## config.mk

```make
export PLATFORM = sky130hd
export DESIGN_NAME = mc_sequencer
export DESIGN_NICKNAME = d
export VERILOG_FILES = /design/src/rtl/mc_sequencer_pkg.sv /design/src/rtl/mc_sequencer_wait_timer.sv /design/src/rtl/mc_sequencer.sv
export SDC_FILE = /design/constraint.sdc
export NUM_CORES = 1
export LEC_CHECK = 0
export ABC_AREA = 1
export CORE_MARGIN = 2
export CORE_UTILIZATION = 45
export DETAILED_ROUTE_END_ITERATION = 10
export HOLD_SLACK_MARGIN = 0.15
export PLACE_DENSITY = 0.71
export REMOVE_ABC_BUFFERS = 1
export SLEW_MARGIN = 30
export SYNTH_ARGS = -nofsm -noshare
export SYNTH_HDL_FRONTEND = slang
export SYNTH_HIERARCHICAL = 1
export SYNTH_SLANG_ARGS = --single-unit
```

## constraint.sdc

```tcl
create_clock -name clk -period 4 [get_ports clk]
set_clock_uncertainty 0.2 [all_clocks]
set_input_delay 1.2 -clock clk [delete_from_list [all_inputs] [get_ports clk]]
set_output_delay 1.2 -clock clk [all_outputs]
set_load 0.02 [all_outputs]
```

## src/rtl/mc_sequencer_pkg.sv

```systemverilog
// Shared MIPS multicycle definitions: state encoding, opcodes, ALUop codes,
// pc_src / reg_dst / err_code encodings and the opcode legality check.
package mc_sequencer_pkg;

   localparam logic [2:0] ST_FETCH  = 3'd0;
   localparam logic [2:0] ST_DECODE = 3'd1;
   localparam logic [2:0] ST_EXEC   = 3'd2;
   localparam logic [2:0] ST_MEM    = 3'd3;
   localparam logic [2:0] ST_WB     = 3'd4;
   localparam logic [2:0] ST_TRAP   = 3'd5;

   localparam logic [5:0] OP_RTYPE = 6'b000000;
   localparam logic [5:0] OP_ADDI  = 6'b000010;
   localparam logic [5:0] OP_SUBI  = 6'b000011;
   localparam logic [5:0] OP_ANDI  = 6'b000100;
   localparam logic [5:0] OP_ORI   = 6'b000101;
   localparam logic [5:0] OP_SLTI  = 6'b000111;
   localparam logic [5:0] OP_LW    = 6'b001000;
   localparam logic [5:0] OP_LB    = 6'b001001;
   localparam logic [5:0] OP_SW    = 6'b010000;
   localparam logic [5:0] OP_SB    = 6'b010001;
   localparam logic [5:0] OP_BEQ   = 6'b100011;
   localparam logic [5:0] OP_BNE   = 6'b100111;
   localparam logic [5:0] OP_J     = 6'b111000;
   localparam logic [5:0] OP_JAL   = 6'b111001;
   localparam logic [5:0] OP_MOVE  = 6'b100000;

   localparam logic [2:0] ALU_NONE  = 3'd0;
   localparam logic [2:0] ALU_ADD   = 3'd1;
   localparam logic [2:0] ALU_SUB   = 3'd2;
   localparam logic [2:0] ALU_AND   = 3'd3;
   localparam logic [2:0] ALU_OR    = 3'd4;
   localparam logic [2:0] ALU_LESS  = 3'd5;
   localparam logic [2:0] ALU_RTYPE = 3'd6;

   localparam logic [1:0] PC_SEQ    = 2'b00;
   localparam logic [1:0] PC_BRANCH = 2'b01;
   localparam logic [1:0] PC_JUMP   = 2'b10;

   localparam logic [1:0] RD_RT = 2'b00;
   localparam logic [1:0] RD_RD = 2'b01;
   localparam logic [1:0] RD_RA = 2'b10;

   localparam logic [1:0] ERR_NONE    = 2'b00;
   localparam logic [1:0] ERR_ILLEGAL = 2'b01;
   localparam logic [1:0] ERR_TIMEOUT = 2'b10;

   function automatic logic is_legal(input logic [5:0] op);
      case (op)
         OP_RTYPE, OP_ADDI, OP_SUBI, OP_ANDI, OP_ORI, OP_SLTI,
         OP_LW, OP_LB, OP_SW, OP_SB, OP_BEQ, OP_BNE,
         OP_J, OP_JAL, OP_MOVE: return 1'b1;
         default:               return 1'b0;
      endcase
   endfunction

endpackage

```

## src/rtl/mc_sequencer_wait_timer.sv

```systemverilog
// Memory-ack wait counter. expired is high while the count equals ACK_TIMEOUT,
// i.e. after ACK_TIMEOUT wait cycles; an ack in that cycle still completes.
module mc_wait_timer #(
   parameter logic [7:0] ACK_TIMEOUT = 8'd255
) (
   input  logic clk,
   input  logic rst_n,
   input  logic clear,
   input  logic count_en,
   output logic expired
);

   logic [7:0] cnt;

   always_ff @(posedge clk or negedge rst_n) begin
      if (!rst_n)        cnt <= '0;
      else if (clear)    cnt <= '0;
      else if (count_en) cnt <= cnt + 8'd1;
   end

   assign expired = (cnt == ACK_TIMEOUT);

endmodule

```

## src/rtl/mc_sequencer.sv

```systemverilog
// Multicycle MIPS control sequencer: FETCH/DECODE/EXEC/MEM/WB with a TRAP
// state for illegal opcodes and memory timeouts. ACK_TIMEOUT must be 1..255.
module mc_sequencer
   import mc_sequencer_pkg::*;
#(
   parameter logic [7:0] ACK_TIMEOUT = 8'd255
) (
   input  logic       clk,
   input  logic       rst_n,
   input  logic [5:0] opcode,
   input  logic       zero,
   input  logic       mem_ack,
   output logic       mem_req,
   output logic       mem_read,
   output logic       mem_write,
   output logic       iord,
   output logic       byte_en,
   output logic       ir_write,
   output logic       pc_write,
   output logic       reg_write,
   output logic [1:0] pc_src,
   output logic [1:0] reg_dst,
   output logic       alu_src,
   output logic [2:0] alu_op,
   output logic       halted,
   output logic [1:0] err_code
);

   logic [2:0] state, state_nx;
   logic [5:0] op_q;
   logic [1:0] err_q, err_nx;
   logic       timeout;
   logic       is_load;

   assign is_load = (op_q == OP_LW) || (op_q == OP_LB);

   // Clearing on every state change keeps the count at zero on entry to FETCH/MEM.
   mc_wait_timer #(.ACK_TIMEOUT(ACK_TIMEOUT)) u_wait_timer (
      .clk      (clk),
      .rst_n    (rst_n),
      .clear    (state_nx != state),
      .count_en (mem_req && !mem_ack),
      .expired  (timeout)
   );

   always_ff @(posedge clk or negedge rst_n) begin
      if (!rst_n) begin
         state <= ST_FETCH;
         op_q  <= '0;
         err_q <= ERR_NONE;
      end else begin
         state <= state_nx;
         err_q <= err_nx;
         if (state == ST_DECODE) op_q <= opcode;
      end
   end

   always_comb begin
      state_nx = state;
      err_nx   = err_q;
      case (state)
         ST_FETCH: begin
            if (mem_ack) state_nx = ST_DECODE;
            else if (timeout) begin
               state_nx = ST_TRAP;
               err_nx   = ERR_TIMEOUT;
            end
         end
         ST_DECODE: begin
            if (is_legal(opcode)) state_nx = ST_EXEC;
            else begin
               state_nx = ST_TRAP;
               err_nx   = ERR_ILLEGAL;
            end
         end
         ST_EXEC: begin
            case (op_q)
               OP_RTYPE, OP_ADDI, OP_SUBI, OP_ANDI, OP_ORI, OP_SLTI,
               OP_MOVE:                     state_nx = ST_WB;
               OP_LW, OP_LB, OP_SW, OP_SB:  state_nx = ST_MEM;
               default:                     state_nx = ST_FETCH;
            endcase
         end
         ST_MEM: begin
            if (mem_ack) state_nx = is_load ? ST_WB : ST_FETCH;
            else if (timeout) begin
               state_nx = ST_TRAP;
               err_nx   = ERR_TIMEOUT;
            end
         end
         ST_WB:   state_nx = ST_FETCH;
         ST_TRAP: state_nx = ST_TRAP;
         default: state_nx = ST_FETCH;
      endcase
   end

   // Everything is held at zero while rst_n is low, even though state reads FETCH.
   always_comb begin
      mem_req   = 1'b0;
      mem_read  = 1'b0;
      mem_write = 1'b0;
      iord      = 1'b0;
      byte_en   = 1'b0;
      ir_write  = 1'b0;
      pc_write  = 1'b0;
      reg_write = 1'b0;
      pc_src    = PC_SEQ;
      reg_dst   = RD_RT;
      alu_src   = 1'b0;
      alu_op    = ALU_NONE;
      halted    = 1'b0;
      if (rst_n) begin
         case (state)
            ST_FETCH: begin
               mem_req  = 1'b1;
               mem_read = 1'b1;
               ir_write = mem_ack;
               pc_write = mem_ack;
            end
            ST_DECODE: begin
               alu_op  = ALU_ADD;
               alu_src = 1'b1;
            end
            ST_EXEC: begin
               case (op_q)
                  OP_RTYPE: alu_op = ALU_RTYPE;
                  OP_ADDI:  begin alu_op = ALU_ADD;  alu_src = 1'b1; end
                  OP_SUBI:  begin alu_op = ALU_SUB;  alu_src = 1'b1; end
                  OP_ANDI:  begin alu_op = ALU_AND;  alu_src = 1'b1; end
                  OP_ORI:   begin alu_op = ALU_OR;   alu_src = 1'b1; end
                  OP_SLTI:  begin alu_op = ALU_LESS; alu_src = 1'b1; end
                  OP_MOVE:  alu_op = ALU_ADD;
                  OP_LW, OP_LB, OP_SW, OP_SB: begin
                     alu_op  = ALU_ADD;
                     alu_src = 1'b1;
                  end
                  OP_BEQ, OP_BNE: begin
                     alu_op   = ALU_SUB;
                     pc_write = (op_q == OP_BEQ) ? zero : !zero;
                     pc_src   = pc_write ? PC_BRANCH : PC_SEQ;
                  end
                  OP_J: begin
                     pc_write = 1'b1;
                     pc_src   = PC_JUMP;
                  end
                  OP_JAL: begin
                     pc_write  = 1'b1;
                     pc_src    = PC_JUMP;
                     reg_write = 1'b1;
                     reg_dst   = RD_RA;
                  end
                  default: ;
               endcase
            end
            ST_MEM: begin
               mem_req   = 1'b1;
               iord      = 1'b1;
               mem_read  = is_load;
               mem_write = !is_load;
               byte_en   = (op_q == OP_LB) || (op_q == OP_SB);
            end
            ST_WB: begin
               reg_write = 1'b1;
               reg_dst   = (op_q == OP_RTYPE) ? RD_RD : RD_RT;
            end
            ST_TRAP: halted = 1'b1;
            default: ;
         endcase
      end
   end

   assign err_code = err_q;

endmodule

```

Word-level counts from Yosys, hierarchy flattened
Memory sizes are Yosys's and may differ from the RTL's.
Cells that the tools add are included.
{"block": "classes", "reduce_logical": 19, "eq_ne": 24, "muxes": 49, "add_sub_neg": 1}
{"op": "== test 6 bit, second input constant", "n": 5}
{"op": "two-way mux 1 bit", "n": 22}
{"op": "== test 6 x 3 -> 1 bit, second input constant", "n": 3}
{"op": "two-way mux 3 bit", "n": 6}
{"op": "case mux 3 bit (6 select lines)", "n": 1}
{"op": "two-way mux 8 bit", "n": 2}
{"op": "case mux 3 bit (5 select lines)", "n": 1}
{"op": "two-way mux 2 bit", "n": 7}
{"op": "== test 6 x 2 -> 1 bit, second input constant", "n": 2}
{"op": "== test 6 x 4 -> 1 bit, second input constant", "n": 2}
{"op": "== test 6 x 5 -> 1 bit, second input constant", "n": 2}
{"op": "case mux 2 bit (2 select lines)", "n": 3}
{"op": "case mux 3 bit (2 select lines)", "n": 2}
{"op": "case mux 1 bit (2 select lines)", "n": 5}
{"op": "OR reduction 9 bit", "n": 1}
{"op": "adder 8 x 1 -> 8 bit, second input constant", "n": 1}
{"op": "== test 8 bit, second input constant", "n": 1}
{"op": "OR reduction 7 bit", "n": 1}
{"op": "== test 3 x 2 -> 1 bit, second input constant", "n": 2}
{"op": "== test 3 bit, second input constant", "n": 2}
{"op": "logical NOT 6 bit", "n": 1}
{"op": "OR reduction 2 bit", "n": 3}
{"op": "OR reduction 6 bit", "n": 1}
{"op": "!= test 2 bit, second input constant", "n": 2}
{"op": "other kinds (11)", "n": 15}
{"block": "word_totals", "reg_bits": 19, "inputBits": 10, "n_memories": 1, "romBits": 64}
{"memory": "(no name shown)", "words": 64, "width": 1, "rd": 1, "rd_ports_with_merged_regs": 0, "wr": 0, "line_no": "mc_sequencer_pkg.sv:49", "text": "case (op)"}

Depth between registers and ports, before layout
Gate-level depths: netlist of run 1.
{"block": "logic_depth", "ltp_word": 7, "ltp_mapped": 19, "depth_no_buf": 19}

Hierarchy
The synthesis of run 1 kept the hierarchy.
{"module": "mc_sequencer", "area_each_um2": 1049.8, "seq_area_each_um2": 275.3, "instances": 1, "cells_each": 172}
{"module": "mc_wait_timer", "area_each_um2": 442.9, "seq_area_each_um2": 200.2, "instances": 1, "cells_each": 61}

Worst setup path after synthesis of run 1
OpenSTA, ideal clock, no wires.
{"block": "synth_timing", "kind": "input port to output port", "start": "input rst_n", "end": "output pc_src[0]", "setup_slack_ps": 393, "arrival_ps": 2207, "stages": 3, "required_ps": 2600, "path_cell_list": "inv_1 clkbuf_1 nor4_1"}
{"block": "synth_via", "elab_chain_len": 1}
{"item": "start: declaration", "line_no": "mc_sequencer.sv:9", "text": "input logic rst_n,"}
{"item": "two-way mux 2 bit", "line_no": "mc_sequencer.sv:112", "text": "if (rst_n) begin"}
{"item": "end: declaration", "line_no": "mc_sequencer.sv:21", "text": "output logic [1:0] pc_src,"}
No other way between the ends.

Final worst setup path of run 1
{"block": "layout_timing", "start": "input rst_n", "end": "output mem_read"}
{"block": "layout_via", "elab_chain_len": 1}
{"item": "two-way mux 1 bit", "line_no": "mc_sequencer.sv:112"}
{"item": "end: declaration", "line_no": "mc_sequencer.sv:14", "text": "output logic mem_read,"}
No other way between the ends.

==> impl_metrics.ini, run 1 <==
[floorplan]
rows = 20
floorplan.initialDensity = 0.481
boundaryPins = 29
design.die.area_sq_um = 3790
core_area_sq_um = 3100
die_h_microns = 61.6
dieWidth_microns = 61.6

[job]
maxCapViolations = 0

[clocking]
cts_tree = done
tritoncts_buffers = 3
clkSlewWorstSetupHoldPaths_ns = 0.11
cts.sink_count = 19
ctsRootBufferMaster = sky130_fd_sc_hd__clkbuf_4
post-cts-setup-buffer-count = 0
cts_buffer_depth = 2
htree_num_levels = 1
clk_latency_ns = 0.31

[worst_hold_path]
holdCritPathClass = flip-flop to flip-flop

[yosys]
synth_seq_cells = 19
post_synth_inst_count = 233
synthesis.area_per_instance_sq_um = 6.41
area_of_the_mapped_netlist_sq_um = 1490
post_synthesis_cell_type_count = 29
share_of_the_yosys_chip_area_belonging_to_registers = 0.319
ys.warnings.count = 6

[routing]
detail-route-antenna-nets = 0
route.detailed.wl_per_inst_microns = 10.6
detailroute.via_count = 1521
drt-pass1-iter-count = 5
detail_route.vias_per_cell = 4.84
iter_0_drt_violations = 90
routed_wl_microns = 3340
remaining_drc_errors = 0

[power_and_ir_drop]
leakage_power_summed_over_all_cells_nw = 0.999
powerDensity_nw_per_um2 = 541
worst_ir_drop_vdd_v = 0.000194

[timing]
setup_viol = 0
clock.fmax_mhz = 257
finalHoldViolCount = 0
tightest_slew_ns = 0.559
setup_repair_after_global_routing_missed_its_margin = false
timing_max_transition_violations_final = 0
hold_slack_ns = 0.302
finalWorstPathRequiredPeriod_ns = 3.89
layout_worst_path_cycle_share = 0.974
slew_headroom = 0.624

[worst_setup_path]
worst-endpoint-arrival_ns = 2.49
endpoint_kind = output port
path_class = input port to output port
timing.reg2reg.setup_slack_ns = 1.27
startpoint_type = input port
path_max_fanout = 9
required_ns = 2.60

[global_routing]
number_of_global_route_vias_before_repair = 1292
grt_first_pass_wirelength_microns = 5560
grt_start_max_net_pins = 20
grt.total_usage = 0.200
antenna_found_initial = 0
gr-total-overflow = 0

[final_layout]
fin_area_sq_um = 1880
postLayoutCoreUtil = 0.605
synthToLayoutAreaGrowth_pct = 25.8
antenna_cells_inserted = 0
final_layout_size_suffix_gt1_frac = 0.141
final_nets = 285

[run_status]
outcome = finished clean

[place]
gpl.final_weighted_congestion = 0.912
placedInstanceArea_sq_um = 1880
place.detailed.hpwl_microns = 2770
place.port_buffers = 28
-- placed cells by master (no fill, tap or decap), types with 5 or more instances in the layout --
cell / synthesis / final
sky130_fd_sc_hd__clkdlybuf4s50_1: 0 / 11
sky130_fd_sc_hd__inv_1: 38 / 38
sky130_fd_sc_hd__dlygate4sd2_1: 0 / 11
sky130_fd_sc_hd__nor2_1: 38 / 38
sky130_fd_sc_hd__nand2_1: 49 / 49
sky130_fd_sc_hd__nor2_2: 5 / 5
sky130_fd_sc_hd__buf_4: 0 / 6
sky130_fd_sc_hd__nand3_1: 20 / 20
sky130_fd_sc_hd__dfrtp_1: 19 / 19
sky130_fd_sc_hd__a21oi_1: 10 / 10
sky130_fd_sc_hd__inv_2: 5 / 5
sky130_fd_sc_hd__o21ai_0: 15 / 15
-- report_power, final --
part	switching (W)	internal [W]	leakage, nW
Sequential	0.0000583	0.000239	0.246
Clock	0.0000635	0.0000373	0.0177
Combinational	0.000415	0.000204	0.735
-- metrics by stage --
stage               power, W  worst slack (ns)  TNS [ns]  cells
finish               0.00102             0.105         0    314
global route         0.00112            0.0103         0    314
CTS                  0.00102            0.0533         0    314
detailed placement  0.000933            -0.227     -2.27    310
global placement    0.000930            -0.202     -1.95    310
floorplan           0.000745             0.500         0    231
-- final cells by class --
type / instances / area, sq um
Sequential cell: 19 / 475
Tap cell: 44 / 55.1
Inverter: 43 / 161
Clock inverter: 1 / 5.00
Fill cell: 356 / 1220
Multi-Input combinational cell: 169 / 847
Clock buffer: 3 / 22.5
Timing Repair Buffer: 35 / 312
-- cells in the mapped netlist, drive strengths merged --
library cell	count	area, sq um
ha	4	50.1
inv	43	161
nor2	46	208
and3	1	6.26
buf	1	5.00
xnor2	1	8.76
a21oi	12	67.6
a41oi	1	8.76
o211ai	1	7.51
a211oi	1	7.51
o31ai	1	7.51
nand2	53	209
nor4	2	12.5
nor3	5	30.0
a21o	1	7.51
clkbuf	1	3.75
nand4	1	6.26
nand3	22	120
dfrtp	19	475
o21ai	16	83.8
o22ai	1	6.26
-- critical path: stages --
cell	delay (ns)
sky130_fd_sc_hd__clkdlybuf4s50_1	0.48
sky130_fd_sc_hd__inv_1	0.11
sky130_fd_sc_hd__buf_12	0.16
sky130_fd_sc_hd__a211oi_1	0.19
sky130_fd_sc_hd__dlygate4sd2_1	0.36
-- flip-flops by register name, summed over array words and instances, names as in the netlist --
signal / cells
u_wait_timer/cnt: 8
op_q: 6
state: 3
err_code: 2
-- worst paths after layout --
kind | startpoint | to | cells past startpoint
max | rst_n | mem_read | 5
min | err_code[1]$_DFFE_PN0P_ | err_code[1]$_DFFE_PN0P_ | 1
max reg2reg | u_wait_timer/cnt[1]$_DFFE_PN0P_ | u_wait_timer/cnt[6]$_DFFE_PN0P_ | 18
min reg2reg | err_code[1]$_DFFE_PN0P_ | err_code[1]$_DFFE_PN0P_ | 1
max in group asynchronous | rst_n | state[2]$_DFF_PN0_ | 3
min in group asynchronous | rst_n | err_code[0]$_DFFE_PN0P_ | 3
-- repair_timing --
| action | 4_1_cts | 5_1_grt |
|---|---|---|
| gates resized for setup | 17 | 12 |
| endpoints found under the hold margin | 0 | 0 |
| hold buffers | 0 | 0 |
| endpoints found under the setup margin | 17 | 6 |
-- layer usage --
metal / up-vias / routed length, microns / global-route usage / part of all wire
met1: 651 / 1690 / 0.288 / 0.51
li1: 816 / - / - / -
met3: 5 / 228 / 0.0336 / 0.068
met5: - / 0 / 0 / 0
met4: 0 / 54 / 0.0729 / 0.016
met2: 49 / 1370 / 0.301 / 0.41
-- logic make-up after synthesis --
family	share of synthesized area
AND/OR/NAND/NOR	0.396
buffers and inverters	0.114
AO/OA/AOI/OAI	0.132
flip-flops	0.319
adder cells (fa/ha/maj)	0.0335
XOR/XNOR	0.00587
(Power assumes the default switching activity.)
==> inputs of run 2 (changes only) <==
--- a/config.mk
+++ b/config.mk
@@ -7,10 +7,9 @@
 export LEC_CHECK = 0
 export ABC_AREA = 1
 export CORE_MARGIN = 2
-export CORE_UTILIZATION = 45
+export CORE_UTILIZATION = 35
 export DETAILED_ROUTE_END_ITERATION = 10
 export HOLD_SLACK_MARGIN = 0.15
-export PLACE_DENSITY = 0.71
 export REMOVE_ABC_BUFFERS = 1
 export SLEW_MARGIN = 30
 export SYNTH_ARGS = -nofsm -noshare
==> impl_metrics.ini, run 2 (synthesis gave the netlist of run 1 again) <==
[power_and_ir_drop]
power.switching_w = 0.000530
power_frac_comb = 0.588
worst_ir_drop_vdd_v = 0.000214
totalPowerFinal_w = 0.00104
sw_frac_of_total = 0.509
seq_power_share = 0.288
leakage_power_summed_over_all_cells_nw = 1.01
power.share.clock = 0.125
powerDensity_nw_per_um2 = 545
internal_power_w = 0.000511

[clocking]
post_cts_hold_buffer_count = 0
clk_latency_ns = 0.25
cts.sink_count = 19
clkSlewWorstSetupHoldPaths_ns = 0.07
ctsRootBufferMaster = sky130_fd_sc_hd__clkbuf_8
cts_tree = done
tritoncts_buffers = 3
cts_buffer_depth = 2
htree_num_levels = 1

[worst_setup_path]
critical_path.slowest_cell = sky130_fd_sc_hd__clkdlybuf4s50_1
startpoint_type = input port
endpoint_kind = output port
path_class = input port to output port
crit_chain = clkdlybuf4s50_1 -> inv_1 -> buf_4 -> nor2_4 -> nand2_2 -> nand2_1 -> clkdlybuf4s15_1
worst-r2r-cell-count = 18
critPathTopFamily = buffers and inverters
cp_slowest_stage_delay_ns = 0.49
path_max_fanout = 6
r2r_end = u_wait_timer/cnt[6]$_DFFE_PN0P_
timing.reg2reg.setup_slack_ns = 1.27
worst-endpoint-arrival_ns = 2.50
timing.rr.start = u_wait_timer/cnt[0]$_DFFE_PN0P_
required_ns = 2.60
cp_num_buf_inv = 4

[global_routing]
grt_first_pass_wirelength_microns = 5770
number_of_global_route_vias_before_repair = 1341
grt.total_usage = 0.144
grt_start_max_net_pins = 20
gr-total-overflow = 0
antenna_found_initial = 0

[run_status]
outcome = finished clean

[final_layout]
antenna_cells_inserted = 0
largestRegisters = u_wait_timer/cnt (8), op_q (6), state (3)
most_flop_heavy_register = u_wait_timer/cnt
final_common_cell = sky130_fd_sc_hd__nand2_1
final_cell_mix = sky130_fd_sc_hd__nand2_1 (49), sky130_fd_sc_hd__inv_1 (38), sky130_fd_sc_hd__nor2_1 (38), sky130_fd_sc_hd__nand3_1 (20), sky130_fd_sc_hd__dfrtp_1 (19)
synthToLayoutAreaGrowth_pct = 28.0
largest_register_ff_count = 8
final_nets = 288
fin_area_sq_um = 1910
postLayoutCoreUtil = 0.471
fillCellCount = 429
final_cell_count_no_fill = 323
final_layout_size_suffix_gt1_frac = 0.154

[worst_hold_path]
hold_start = err_code[1]$_DFFE_PN0P_
min_delay_path_depth = 1
whs_endpoint = err_code[1]$_DFFE_PN0P_
holdCritPathClass = flip-flop to flip-flop

[floorplan]
core_area_sq_um = 4060
die_h_microns = 69.3
boundaryPins = 29
floorplan.initialDensity = 0.368
dieWidth_microns = 69.3
rows = 23
design.die.area_sq_um = 4800

[routing]
detailroute.via_count = 1504
iter_0_drt_violations = 85
detail_route.vias_per_cell = 4.66
routed_wl_microns = 3370
route.detailed.wl_per_inst_microns = 10.4
detail-route-antenna-nets = 0
remaining_drc_errors = 0
drt-pass1-iter-count = 4

[timing]
timing.setup.tns_ns = 0
layout_worst_path_cycle_share = 0.976
clock.fmax_mhz = 256
setup_viol = 0
tightest_slew_ns = 0.517
finalWorstPathRequiredPeriod_ns = 3.90
slew_headroom = 0.653
finalHoldViolCount = 0
timing_max_transition_violations_final = 0
setup_repair_after_global_routing_missed_its_margin = false

[place]
place.port_buffers = 28
gpl.final_weighted_congestion = 0.791
place.detailed.hpwl_microns = 2770
place.detailed.instances = 319
placedInstanceArea_sq_um = 1900

[job]
maxCapViolations = 0
==> run 2: cell types whose count changed in the layout (fill, tap and decap cells not counted) <==
| cell | change |
|---|---|
| sky130_fd_sc_hd__buf_4 | +4 |
| sky130_fd_sc_hd__clkbuf_4 | -3 |
| sky130_fd_sc_hd__clkbuf_8 | +3 |
| sky130_fd_sc_hd__buf_12 | -1 |
| sky130_fd_sc_hd__clkbuf_2 | +1 |
| sky130_fd_sc_hd__dlygate4sd2_1 | -1 |
==> run 2: timing repair <==
action | CTS | global route
gates resized for setup | 17 | 15
endpoints found under the setup margin | 17 | 7
setup buffers | 0 | 0
pin swaps | 0 | 0
==> run 2: final cells by class <==
class | count | area, sq um | share of cell area
inverter | 43 | 161 | 0.0845
clock inverter | 1 | 5.00 | 0.00262
sequential | 19 | 475 | 0.249
tap | 50 | 62.6 | 0.0327
clock buffer | 3 | 41.3 | 0.0216
timing repair buffer | 38 | 318 | 0.166
multi-input combinational | 169 | 847 | 0.443
==> run 2: worst max-delay path by stage <==
stage | startpoint | end | slack, ns | depth (start not counted)
after floorplan | rst_n | pc_src[0] | 0.50 | 2
final | rst_n | reg_write | 0.1 | 7
after detailed placement | rst_n | mem_read | -0.28 | 5
after global routing | rst_n | alu_op[0] | 0.02 | 6
after CTS | rst_n | mem_read | 0.02 | 5
after global placement | rst_n | alu_op[1] | -0.26 | 6
==> run 2: per-layer routing <==
layer / vias to the layer above / wire (microns) / part of all wire / global-route usage
li1: 817 / - / - / -
met3: 5 / 135 / 0.040 / 0.0174
met5: - / 0 / 0 / 0
met1: 642 / 1810 / 0.54 / 0.213
met2: 40 / 1370 / 0.41 / 0.214
met4: 0 / 51 / 0.015 / 0.0523
==> run 2: power by group through the flow <==
stage	Clock, W	Sequential, W	Combinational [W]
floorplan	0	0.000290	0.000455
global placement	0	0.000300	0.000641
detailed placement	0	0.000301	0.000635
CTS	0.000136	0.000298	0.000620
global route	0.000147	0.000306	0.000701
finish	0.000130	0.000299	0.000612
==> run 2: through the flow <==
| step | setup slack (ns) | hold slack (ns) |
|---|---|---|
| 6_report | 0.0954 | 0.291 |
| 4_1_cts | 0.0157 | 0.301 |
| 5_1_grt | 0.0184 | 0.317 |
| 3_3_place_gp | -0.263 | 0.276 |
| 2_1_floorplan | 0.500 | 0.278 |
| 3_5_place_dp | -0.276 | 0.269 |
==> inputs of run 3 (changes only) <==
--- a/config.mk
+++ b/config.mk
@@ -6,6 +6,7 @@
 export NUM_CORES = 1
 export LEC_CHECK = 0
 export ABC_AREA = 1
+export CAP_MARGIN = 20
 export CORE_MARGIN = 2
 export CORE_UTILIZATION = 35
 export DETAILED_ROUTE_END_ITERATION = 10
==> results of run 3 <==
Final layout, timing and power as in run 2 (identical DEF).
